==> src/rtl/x_23k640_pkg.sv <==
// -----------------------------------------------------------------------------
// x_23k640_pkg
// Shared types and default widths for the 23K640 SPI serial-clock generator.
//   state_t     : burst FSM states. LEAD and LAG are only reachable when the
//                 generator is built with X_23K640_SCK_LEAD_EN defined.
//   spi_mode_t  : SPI mode bits latched at burst start.
//   PERIOD_W_DEF: default width of the half-period setting.
//   NBITS_W_DEF : default width of the burst-length setting.
// -----------------------------------------------------------------------------
package x_23k640_pkg;

  localparam int unsigned PERIOD_W_DEF = 8;
  localparam int unsigned NBITS_W_DEF  = 6;

  typedef enum logic [1:0] {
    ST_IDLE = 2'd0,
    ST_LEAD = 2'd1,
    ST_RUN  = 2'd2,
    ST_LAG  = 2'd3
  } state_t;

  typedef struct packed {
    logic cpol;  // SCK idle level
    logic cpha;  // 0: capture on leading edge, 1: capture on trailing edge
  } spi_mode_t;

  // Odd edges (1, 3, 5, ...) are leading edges. Before an edge is taken, the
  // edge counter holds the number of edges already produced, so the next edge
  // is leading exactly when that count is even.
  function automatic logic next_edge_is_leading(input logic done_count_lsb);
    return ~done_count_lsb;
  endfunction

endpackage : x_23k640_pkg

==> src/rtl/x_23k640_sck_div.sv <==
// -----------------------------------------------------------------------------
// x_23k640_sck_div
// Half-period counter for the SCK generator. While enabled it counts
// 0..period and then wraps, flagging the final count with 'top'. While
// disabled it is held at zero, so every enable starts a full half-period.
//   i_clk  in  1         system clock
//   i_rst  in  1         asynchronous, active-high reset
//   en     in  1         count enable (generator is outside IDLE)
//   period in  PERIOD_W  half-period minus one
//   top    out 1         high in the last cycle of each half-period
// -----------------------------------------------------------------------------
module x_23k640_sck_div #(
  parameter int unsigned PERIOD_W = 8
) (
  input  logic                i_clk,
  input  logic                i_rst,
  input  logic                en,
  input  logic [PERIOD_W-1:0] period,
  output logic                top
);

  localparam logic [PERIOD_W-1:0] CNT_ONE = PERIOD_W'(1);

  logic [PERIOD_W-1:0] cnt;

  assign top = en && (cnt == period);

  // NOTE: state flops use non-blocking assignments so every flop samples the
  // values from before the edge, independent of process evaluation order.
  always_ff @(posedge i_clk or posedge i_rst) begin
    if (i_rst) begin
      cnt <= '0;
    end else if (!en || top) begin
      cnt <= '0;
    end else begin
      cnt <= cnt + CNT_ONE;
    end
  end

endmodule : x_23k640_sck_div

==> src/rtl/x_23k640_sck_gen.sv <==
// -----------------------------------------------------------------------------
// x_23k640_sck_gen
// Gated SPI serial-clock generator for the 23K640 SRAM controller. One
// accepted request produces a burst of exactly nbits SCK cycles in the SPI
// mode given by cpol/cpha, together with launch (shift) and capture (sample)
// strobes for the shift register. Strobes are asserted in the cycle before
// the SCK edge they belong to.
//
// Build option:
//   X_23K640_SCK_LEAD_EN  adds one idle half-period (LEAD) after acceptance
//                         and one (LAG) after the last edge, both busy and
//                         edge-free, to give chip-select setup/hold. o_done
//                         then pulses at the end of LAG.
//
// Ports:
//   i_clk     in  1         system clock
//   i_rst     in  1         asynchronous, active-high reset
//   i_period  in  PERIOD_W  half-period minus one (latched on accepted start)
//   i_cpol    in  1         SCK idle level (latched on start, drives idle SCK)
//   i_cpha    in  1         0: sample leading edge, 1: sample trailing edge
//   i_nbits   in  NBITS_W   SCK cycles per burst (latched on accepted start)
//   i_start   in  1         burst request, accepted only when idle
//   i_stop    in  1         synchronous abort, wins over i_start
//   o_busy    out 1         burst in progress
//   o_shift   out 1         launch strobe, SCK toggles next cycle
//   o_sample  out 1         capture strobe, SCK toggles next cycle
//   o_done    out 1         one-cycle pulse on normal burst completion
//   o_sck     out 1         registered SPI clock
// -----------------------------------------------------------------------------
module x_23k640_sck_gen
  import x_23k640_pkg::*;
#(
  parameter int unsigned PERIOD_W = PERIOD_W_DEF,
  parameter int unsigned NBITS_W  = NBITS_W_DEF
) (
  input  logic                i_clk,
  input  logic                i_rst,
  input  logic [PERIOD_W-1:0] i_period,
  input  logic                i_cpol,
  input  logic                i_cpha,
  input  logic [NBITS_W-1:0]  i_nbits,
  input  logic                i_start,
  input  logic                i_stop,
  output logic                o_busy,
  output logic                o_shift,
  output logic                o_sample,
  output logic                o_done,
  output logic                o_sck
);

  // Where a burst enters after acceptance and where it goes after its final
  // SCK edge. With the guard phases enabled these are the LEAD/LAG states.
`ifdef X_23K640_SCK_LEAD_EN
  localparam state_t START_STATE = ST_LEAD;
  localparam state_t END_STATE   = ST_LAG;
`else
  localparam state_t START_STATE = ST_RUN;
  localparam state_t END_STATE   = ST_IDLE;
`endif

  localparam logic [NBITS_W:0] EDGE_ONE = (NBITS_W + 1)'(1);

  state_t               state;
  state_t               state_nxt;

  // Burst settings captured at acceptance; mid-burst input changes are ignored.
  logic [PERIOD_W-1:0]  period_q;
  logic [NBITS_W-1:0]   nbits_q;
  spi_mode_t            mode_q;

  // Number of SCK half-edges already produced in this burst (0..2*nbits).
  logic [NBITS_W:0]     edge_cnt;
  logic [NBITS_W:0]     edge_inc;

  logic                 sck_q;
  logic                 done_q;

  logic                 div_en;
  logic                 top;
  logic                 accept;
  logic                 last_edge;
  logic                 leading;
  logic                 edge_now;
  logic                 burst_end;

  // ---------------------------------------------------------------------------
  // Half-period divider
  // ---------------------------------------------------------------------------
  assign div_en = (state != ST_IDLE);

  x_23k640_sck_div #(
    .PERIOD_W (PERIOD_W)
  ) u_div (
    .i_clk  (i_clk),
    .i_rst  (i_rst),
    .en     (div_en),
    .period (period_q),
    .top    (top)
  );

  // ---------------------------------------------------------------------------
  // Shared decode
  // ---------------------------------------------------------------------------
  assign accept    = (state == ST_IDLE) && i_start && !i_stop;
  assign edge_inc  = edge_cnt + EDGE_ONE;
  // The edge about to be produced is edge_inc; the burst has 2*nbits edges.
  assign last_edge = (edge_inc == {nbits_q, 1'b0});
  assign leading   = next_edge_is_leading(edge_cnt[0]);
  assign edge_now  = (state == ST_RUN) && top;

  // A burst completes when the final edge is taken (no lag phase) or when the
  // lag half-period expires. An abort in the same cycle suppresses it.
  assign burst_end = top && !i_stop &&
                     (((state == ST_RUN) && last_edge && (END_STATE == ST_IDLE)) ||
                      (state == ST_LAG));

  // ---------------------------------------------------------------------------
  // FSM: state register
  // ---------------------------------------------------------------------------
  always_ff @(posedge i_clk or posedge i_rst) begin
    if (i_rst) begin
      state <= ST_IDLE;
    end else begin
      state <= state_nxt;
    end
  end

  // ---------------------------------------------------------------------------
  // FSM: next state
  // ---------------------------------------------------------------------------
  // NOTE: every variable assigned in a combinational block gets a default
  // first, so no path leaves it unassigned and no latch is inferred.
  always_comb begin
    state_nxt = state;
    unique case (state)
      ST_IDLE: if (accept && (|i_nbits)) state_nxt = START_STATE;
      ST_LEAD: if (top)                  state_nxt = ST_RUN;
      ST_RUN:  if (top && last_edge)     state_nxt = END_STATE;
      ST_LAG:  if (top)                  state_nxt = ST_IDLE;
      default:                           state_nxt = ST_IDLE;
    endcase
    if (i_stop) begin
      state_nxt = ST_IDLE;
    end
  end

  // ---------------------------------------------------------------------------
  // FSM: outputs (registers only, so strobes are glitch-free of input timing)
  // ---------------------------------------------------------------------------
  always_comb begin
    o_busy   = (state != ST_IDLE);
    o_shift  = 1'b0;
    o_sample = 1'b0;
    if (edge_now) begin
      if (!mode_q.cpha) begin
        // Bit 0 is preloaded, so capture leads and launch trails; the final
        // trailing edge has no next bit to launch.
        o_sample = leading;
        o_shift  = !leading && !last_edge;
      end else begin
        o_shift  = leading;
        o_sample = !leading;
      end
    end
  end

  // ---------------------------------------------------------------------------
  // Burst settings
  // ---------------------------------------------------------------------------
  always_ff @(posedge i_clk or posedge i_rst) begin
    if (i_rst) begin
      period_q <= '0;
      nbits_q  <= '0;
      mode_q   <= '0;
    end else if (accept) begin
      period_q <= i_period;
      nbits_q  <= i_nbits;
      mode_q   <= '{cpol: i_cpol, cpha: i_cpha};
    end
  end

  // ---------------------------------------------------------------------------
  // Edge counter, SCK flop and done pulse
  // ---------------------------------------------------------------------------
  always_ff @(posedge i_clk or posedge i_rst) begin
    if (i_rst) begin
      edge_cnt <= '0;
      sck_q    <= 1'b0;
      done_q   <= 1'b0;
    end else begin
      // Zero-length requests complete immediately without leaving IDLE.
      done_q <= (accept && !(|i_nbits)) || burst_end;

      if ((state == ST_IDLE) || i_stop) begin
        edge_cnt <= '0;
      end else if (edge_now) begin
        edge_cnt <= edge_inc;
      end

      // Idle SCK tracks the live polarity input; an abort parks it at the
      // burst's own idle level. A full burst returns there by construction.
      if (state == ST_IDLE) begin
        sck_q <= i_cpol;
      end else if (i_stop) begin
        sck_q <= mode_q.cpol;
      end else if (edge_now) begin
        sck_q <= ~sck_q;
      end
    end
  end

  assign o_sck  = sck_q;
  assign o_done = done_q;

endmodule : x_23k640_sck_gen
==> config.mk <==
export PLATFORM = sky130hd
export DESIGN_NAME = x_23k640_sck_gen
export DESIGN_NICKNAME = d
export VERILOG_FILES = /design/src/rtl/x_23k640_pkg.sv /design/src/rtl/x_23k640_sck_div.sv /design/src/rtl/x_23k640_sck_gen.sv
export SDC_FILE = /design/constraint.sdc
export NUM_CORES = 1
export LEC_CHECK = 0
export CAP_MARGIN = 0
export CORE_MARGIN = 2
export CORE_UTILIZATION = 32
export CTS_CLUSTER_DIAMETER = 60
export CTS_CLUSTER_SIZE = 8
export DETAILED_ROUTE_END_ITERATION = 8
export DONT_BUFFER_PORTS = 1
export MAX_ROUTING_LAYER = met4
export PLACE_DENSITY_LB_ADDON = 0.08
export SLEW_MARGIN = 20
export SYNTH_ARGS = -nofsm -noshare
export SYNTH_HDL_FRONTEND = slang
export SYNTH_HIERARCHICAL = 1
export SYNTH_SLANG_ARGS = --single-unit
==> constraint.sdc <==
create_clock -name i_clk -period 3.7 [get_ports i_clk]
set_input_delay 0.74 -clock i_clk [delete_from_list [all_inputs] [get_ports i_clk]]
set_output_delay 0.74 -clock i_clk [all_outputs]
set_load 0.05 [all_outputs]
==> impl_results.md, run 1 <==
- First-pass GRT wire length: 6741 um
- Final period utilization: 0.8503
- Post-synth top cells: 34 x dfrtp_1, 17 x mux2_2, 15 x xor2_1, 10 x xnor2_1, 9 x nor2_1
- Ranking of synthesized cells by area: dfrtp_1 45%, mux2_2 10%, xor2_1 7.0%, xnor2_1 4.7%, a211oi_1 2.0%
- # Post-CTS Setup Buffers: 0
- Initial core utilization: 0.3371
- Pwr dens: 486.7 nW/um^2
- WL final: ~4200 um
- CP arrival: between 2 and 2.5 ns
- Final Slew Violations: 0
- Largest net degree at the start of global routing: 27
- Net Count, Synth: approximately 190
- Layout cell share with drive strength beyond 1: 0.2373
- Die Width: about 81 um
- N_diodes: 0
- Hold WS: between 0.2 and 0.3 ns
- RSZ-0062 raised after global routing: false
- CP required: between 2 and 3 ns
- TNS Setup: 0 ns
- Crit end category: primary output
- R2R Path End: state[1]$_DFFE_PP0P_
- R2r worst-path depth: 5
- Worst setup path class: reg -> out
- Die ar.: 6502 um^2
- Vias: ~1.3k
- Die Y: ~81 um
- Post-synth EDFFs: 0
- Cell Area, Synth: 1879 um^2
- CP Capture Point: o_shift
- IO buf count: 0
- Synth area leader: dfrtp_1
- Primary FF master, synth: dfrtp_1
- Minimum clock period: between 3 and 4 ns
- Later-pin clock latency in the skew report: around 0.28 ns
- Hold crit path type: in -> async
- CTS max path bufs: 2
- Share of the synthesized area in the top cell type: 0.4527
- WL per Instance: 16.81 um
- CTS resizes: 0
- Leakage power: roughly 0.84 nW
- Fin cells: around 250
- Nets: a little under 200
- Clock Skew: 0.008670 ns
- #FFs+latches synth: 34
- Cells after DPL: 241
- Status: complete, no violations
- Vias per inst: 5.313
- Tot GR Track Use: 0.1440
- Seq/Total Area, Yosys: 0.4527
- Yosys warning total: 6
- Slew headroom: 0.6063
- Final hold violation count: 0
- Post-detailed-route count of antenna-violating nets: 0
- Vias in the first global route: between 1k and 1.5k
- Worst-path clk slew: 0.07 ns
- R2R Path Start: edge_cnt[0]$_DFFE_PP0P_
- Grt total ovfl: 0
- Cell Rows: 27
- Initial antenna violation count: 0
- Count leader, synth: dfrtp_1
- Final Power: 1.035 mW
- Setup crit start: u_div/cnt[4]$_DFF_PP0_
- Worst-margin pin slew: 0.5897 ns
- Final setup fails: 0
- Area grow syn2layout: 13.18%
- CTS tree: built
- Clk sinks: 34
- Ports: 25
- CP max FO: 9
- DP HPWL: slightly below 3000 um
- Worst R2R Setup Slack: between 1.5 and 2 ns
- MaxCap Viol Count: 0
- CTS HTree Levels: 2
- Syn Area/Cell: 11.05 um^2
- CTS buffer count: 5
- Mapped Cells: 170
- Async SR Flop Fraction: 1.000
- Cell variety after synth: 43
- Placeable Area: ~5600 um^2
- Hold_buf cts: 0
- Drt drc: 0
- GP Congestion: approximately 0.88
- Root buffer cell: clkbuf_8
- Max Fclk: 317.9 MHz
- CP startpoint kind: flip-flop
- Worst IR drop on VDD: approximately 0.17 mV
- DR pass1 iterations: 4
- Initial DRC Count: 42
[worst min path at each step]
stage | start | end | slack [ns]
after global routing | i_rst | u_div/cnt[7]$_DFF_PP0_ | 0.30
after detailed placement | mode_q[1]$_DFFE_PP0P_ | mode_q[1]$_DFFE_PP0P_ | 0.50
after floorplan | mode_q[1]$_DFFE_PP0P_ | mode_q[1]$_DFFE_PP0P_ | 0.48
after CTS | i_rst | u_div/cnt[3]$_DFF_PP0_ | 0.29
final | i_rst | u_div/cnt[7]$_DFF_PP0_ | 0.29
after global placement | mode_q[1]$_DFFE_PP0P_ | mode_q[1]$_DFFE_PP0P_ | 0.50
[per-stage QoR]
| stage | utilization | setup slack [ns] | area [um^2] |
|---|---|---|---|
| 6_report | 0.3816 | 0.5540 | 2127 |
| 4_1_cts | 0.3816 | 0.5069 | 2127 |
| 3_5_place_dp | 0.3560 | 0.8441 | 1984 |
| 2_1_floorplan | - | 0.1987 | 1879 |
| 5_1_grt | 0.3816 | 0.3356 | 2127 |
| 3_3_place_gp | 0.3560 | 0.8662 | 1984 |
[where the power goes]
| part | internal (mW) | leakage, nW | switching, mW |
|---|---|---|---|
| Sequential | 0.416 | 0.435 | 0.0477 |
| Clock | 0.287 | 0.0714 | 0.139 |
| Combinational | 0.0748 | 0.334 | 0.0711 |
| Total | 0.778 | 0.840 | 0.257 |
[registers in the layout, indices dropped and copies added, names as in the netlist]
| name | count |
|---|---|
| period_q | 8 |
| nbits_q | 6 |
| mode_q | 2 |
| o_done | 1 |
| state | 1 |
| o_sck | 1 |
| u_div/cnt | 8 |
| edge_cnt | 7 |
[cell type report]
| cell class | instances | area (um^2) |
|---|---|---|
| fill | 557 | 3447 |
| multi-input combinational | 121 | 964.7 |
| tap | 72 | 90.09 |
| clock buffer | 6 | 82.58 |
| inverter | 7 | 26.28 |
| timing repair buffer | 7 | 52.55 |
| clock inverter | 2 | 60.06 |
| sequential | 34 | 850.8 |
[critical path: stages (launching register included)]
cell and delay (ns):
dfrtp_1 0.43, xor2_1 0.20, nor4_2 0.24, buf_4 0.20, and3_1 0.19, nand2_1 0.08, nor3b_1 0.26, o41ai_1 0.13
o211ai_1 0.18, buf_4 0.23
[placed cells by master, fill, tap and decap left out, types with 2 or more instances in the layout]
cell type | netlist | routed
a211oi_2 | 2 | 2
nand4_1 | 3 | 3
a21oi_1 | 2 | 2
inv_1 | 7 | 6
xnor2_1 | 10 | 10
and3b_1 | 2 | 2
bufinv_16 | 0 | 2
o211ai_1 | 5 | 5
clkbuf_8 | 0 | 6
a221oi_1 | 3 | 3
nor2_1 | 9 | 9
xor2_1 | 15 | 15
a211oi_1 | 5 | 5
ha_1 | 2 | 2
nand2_1 | 7 | 7
nor3_1 | 3 | 3
nand2b_1 | 2 | 2
o21ai_0 | 4 | 4
mux2_2 | 17 | 17
dfrtp_1 | 34 | 34
buf_4 | 1 | 7
o41ai_1 | 2 | 2
nand3_1 | 4 | 4
nor4_2 | 2 | 2
or3_1 | 3 | 3
[routing by layer]
| metal | GRT usage | wire (um) | vias up | part of all wire |
|---|---|---|---|---|
| li1 | - | - | 619 | - |
| met4 | 0.05932 | 106 | 0 | 0.025 |
| met1 | 0.1658 | 1808 | 664 | 0.43 |
| met3 | 0.04382 | 167 | 11 | 0.040 |
| met5 | - | 0 | - | 0 |
| met2 | 0.2342 | 2102 | 29 | 0.50 |
[kinds of logic after synthesis]
group,share of synthesized area
flops,0.4527
fa+ha+maj,0.01331
mux,0.1072
compound gates,0.1252
xor+xnor,0.1252
buf+inv,0.03662
simple gates,0.1398
No activity file was read; power rests on OpenSTA's default activity.
==> inputs of run 2 (changes only) <==
Settings changed: ABC_AREA set to 1.
==> run 2 against run 1 <==
Compared with the run above:
- combinational power up 81%
- critical endpoint unchanged
- largest power group unchanged
- sequential share of layout area up 0.89 points
- highest routed layer unchanged
- fmax up 9.4%
- first-iteration DRC count up 88%
- register-to-register slack worse by 0.20 ns
- synthesized cell count up 46%
- clock skew down 0.0024 ns
- total power up 22%
==> impl_results.md, run 2 <==
- Post-synth EDFFs: 0
- Minimum clock period: 2.876 ns
- N_diodes: 0
- Primary FF master, synth: dfrtp_1
- Die Y: ~80 um
- Share of the synthesized area in the top cell type: 0.4579
- Clk sinks: 34
- IO buf count: 0
- CP startpoint kind: flip-flop
- Net Count, Synth: 270
- Root buffer cell: clkbuf_8
- First-pass GRT wire length: between 7000 and 8000 um
- Multi-input logic area: roughly 850 um^2
- MaxCap Viol Count: 0
- Clock Skew: 0.006225 ns
- Vias per inst: between 4 and 5
- Largest net degree at the start of global routing: 27
- CTS buffer count: 5
- Tot GR Track Use: 0.1539
- GP Congestion: about 0.74
- DR pass1 iterations: 4
- Hold_buf cts: 0
- Hold crit path type: in -> async
- Fin cells: 326
- Grt total ovfl: 0
- CTS HTree Levels: 2
- #FFs+latches synth: 34
- Crit path top cell by count: nand3_1
- Critical-path cell list: ha_1 > nand3_1 > nand2_1 > nand3b_1 > nand3_1 > nor2_4 > nand3_1 > nand2_1 > inv_1
- Yosys warning total: 6
- Initial core utilization: 0.3333
- CP arrival: around 2.1 ns
- Worst-path clk slew: 0.08 ns
- Ports: 25
- Most common cell after layout, fill and taps aside: nand2_1
- Pwr dens: ~600 nW/um^2
- TNS Setup: 0 ns
- CTS tree: built
- Cell Rows: 27
- Mapped Cells: 248
- Initial DRC Count: 79
- Final period utilization: 0.7773
- Initial antenna violation count: 0
- Count leader, synth: nand2_1
- Seq/Total Area, Yosys: 0.4579
- Synth area leader: dfrtp_1
- Crit-path slowest cell: dfrtp_1
- Placeable Area: ~5600 um^2
- CP required: 2.96 ns
- Async SR Flop Fraction: 1.000
- Syn Area/Cell: approximately 7.5 um^2
- Max Fclk: about 350 MHz
- Slew headroom: 0.5276
- Slowest Stage Delay on Critical Path: between 0.5 and 0.6 ns
- Cell variety after synth: 26
- Post-detailed-route count of antenna-violating nets: 0
- Cell Area, Synth: roughly 1900 um^2
- Ranking of synthesized cells by area: dfrtp_1 46%, nand2_1 18%, inv_1 6.9%, nand3_1 4.6%, o21ai_0 3.5%
- Final setup fails: 0
- Worst IR drop on VDD: about 0.26 mV
- Worst-margin pin slew: ~0.71 ns
- Drt drc: 0
- Nets: 275
- Largest registers: period_q x8, u_div/cnt x8, edge_cnt x7
- CTS max path bufs: 2
- Status: complete, no violations
- CP max FO: 10
- Final hold violation count: 0
- Layout cell share with drive strength beyond 1: 0.1063
- Reg area: 850.8 um^2
- Later-pin clock latency in the skew report: between 0.2 and 0.3 ns
- WL final: just over 4000 um
- CTS resizes: 0
- Die ar.: roughly 6400 um^2
- Vias in the first global route: 1460
- Post-synth top cells: 91 x nand2_1, 34 x dfrtp_1, 34 x inv_1, 17 x nand3_1, 14 x nor2_1
- FILL cells: 615
- Leakage power: ~1 nW
- Die Width: ~80 um
- WL per Instance: approximately 13 um
- Crit end category: primary output
- Vias: ~1.5k
- Final Slew Violations: 0
- Most frequent cells in the layout: 91 x nand2_1, 34 x inv_1, 34 x dfrtp_1
- RSZ-0062 raised after global routing: false
- Worst setup path class: reg -> out
- Area grow syn2layout: 11.99%
- DP HPWL: around 3000 um
- # Post-CTS Setup Buffers: 0
- Cells after DPL: about 320
==> run 2: cell count changes after synthesis, sizes merged, moves of 4 or more <==
| cell | previous run | this run |
|---|---|---|
| xor2 | 16 | 2 |
| o211ai | 5 | 0 |
| o21ai | 5 | 14 |
| nand2 | 8 | 97 |
| o22ai | 0 | 4 |
| nor2 | 9 | 20 |
| inv | 7 | 35 |
| mux2 | 17 | 0 |
| nand3 | 5 | 20 |
| xnor2 | 10 | 6 |
| a211oi | 7 | 0 |
==> run 2: per-layer routing <==
layer  track usage  vias up  routed length, um  part of all wire
li1              -      781                  -                 -
met1        0.2163      663               2113              0.52
met2        0.2133       25               1731              0.42
met3       0.04944        2                223             0.054
met4       0.04068        0                 25            0.0061
met5             -        -                  0                 0
==> run 2: logic make-up (layout without fill, tap and decap cells) <==
kind of cell / Yosys count / count (layout) / synth area share
adders and majority gates: 2 / 2 / 0.01347
and+or+nand+nor: 143 / 143 / 0.3455
xor gates and xnor gates: 8 / 8 / 0.03771
DFF: 34 / 34 / 0.4579
buffers and inverters: 40 / 46 / 0.08619
AOI/OAI and AO/OA: 21 / 21 / 0.05925
==> run 2: stage by stage <==
stage / hold slack (ns) / setup slack (ns) / total power [mW] / cell area (um^2) / util
after floorplan: 0.4491 / 1.173 / 0.7763 / 1858 / -
after global placement: 0.4719 / 1.150 / 0.8443 / 1938 / 0.3477
after detailed placement: 0.4797 / 1.145 / 0.8460 / 1938 / 0.3477
after CTS: 0.3002 / 0.8202 / 1.284 / 2081 / 0.3733
after global routing: 0.3065 / 0.6631 / 1.359 / 2081 / 0.3733
final: 0.2964 / 0.8241 / 1.259 / 2081 / 0.3733
==> run 2: worst paths after layout <==
| path | from | end | slack (ns) | depth (start not counted) |
|---|---|---|---|---|
| max reg2reg | state[1]$_DFFE_PP0P_ | state[1]$_DFFE_PP0P_ | 1.34 | 5 |
| max | edge_cnt[0]$_DFFE_PP0P_ | o_shift | 0.82 | 9 |
| max in group asynchronous | i_rst | o_done$_DFF_PP0_ | 3.03 | 2 |
| min reg2reg | mode_q[1]$_DFFE_PP0P_ | mode_q[1]$_DFFE_PP0P_ | 0.50 | 2 |
| min | i_rst | u_div/cnt[3]$_DFF_PP0_ | 0.30 | 1 |
| min in group i_clk | mode_q[1]$_DFFE_PP0P_ | mode_q[1]$_DFFE_PP0P_ | 0.50 | 2 |
==> run 2: critical path: cells and delay by family, from the launching register on <==
family                   cells  cell delay, ns
AND/OR/NAND/NOR              7            0.61
flip-flops                   1            0.56
adder cells (fa/ha/maj)      1            0.37
buffers and inverters        1            0.32
==> run 2: report_power, final <==
| group | switching [mW] | leakage [nW] | internal [mW] |
|---|---|---|---|
| logic | 0.158 | 0.494 | 0.105 |
| registers | 0.110 | 0.443 | 0.457 |
| clock network | 0.140 | 0.0714 | 0.288 |
| total | 0.408 | 1.01 | 0.850 |
==> run 2: layout make-up <==
cell class / count / area share
Inverter: 36 / 0.06494
Clock buffer: 6 / 0.03969
Sequential cell: 34 / 0.4089
Timing Repair Buffer: 2 / 0.007216
Clock inverter: 2 / 0.02886
Multi-Input combinational cell: 174 / 0.4071
Tap cell: 72 / 0.04330
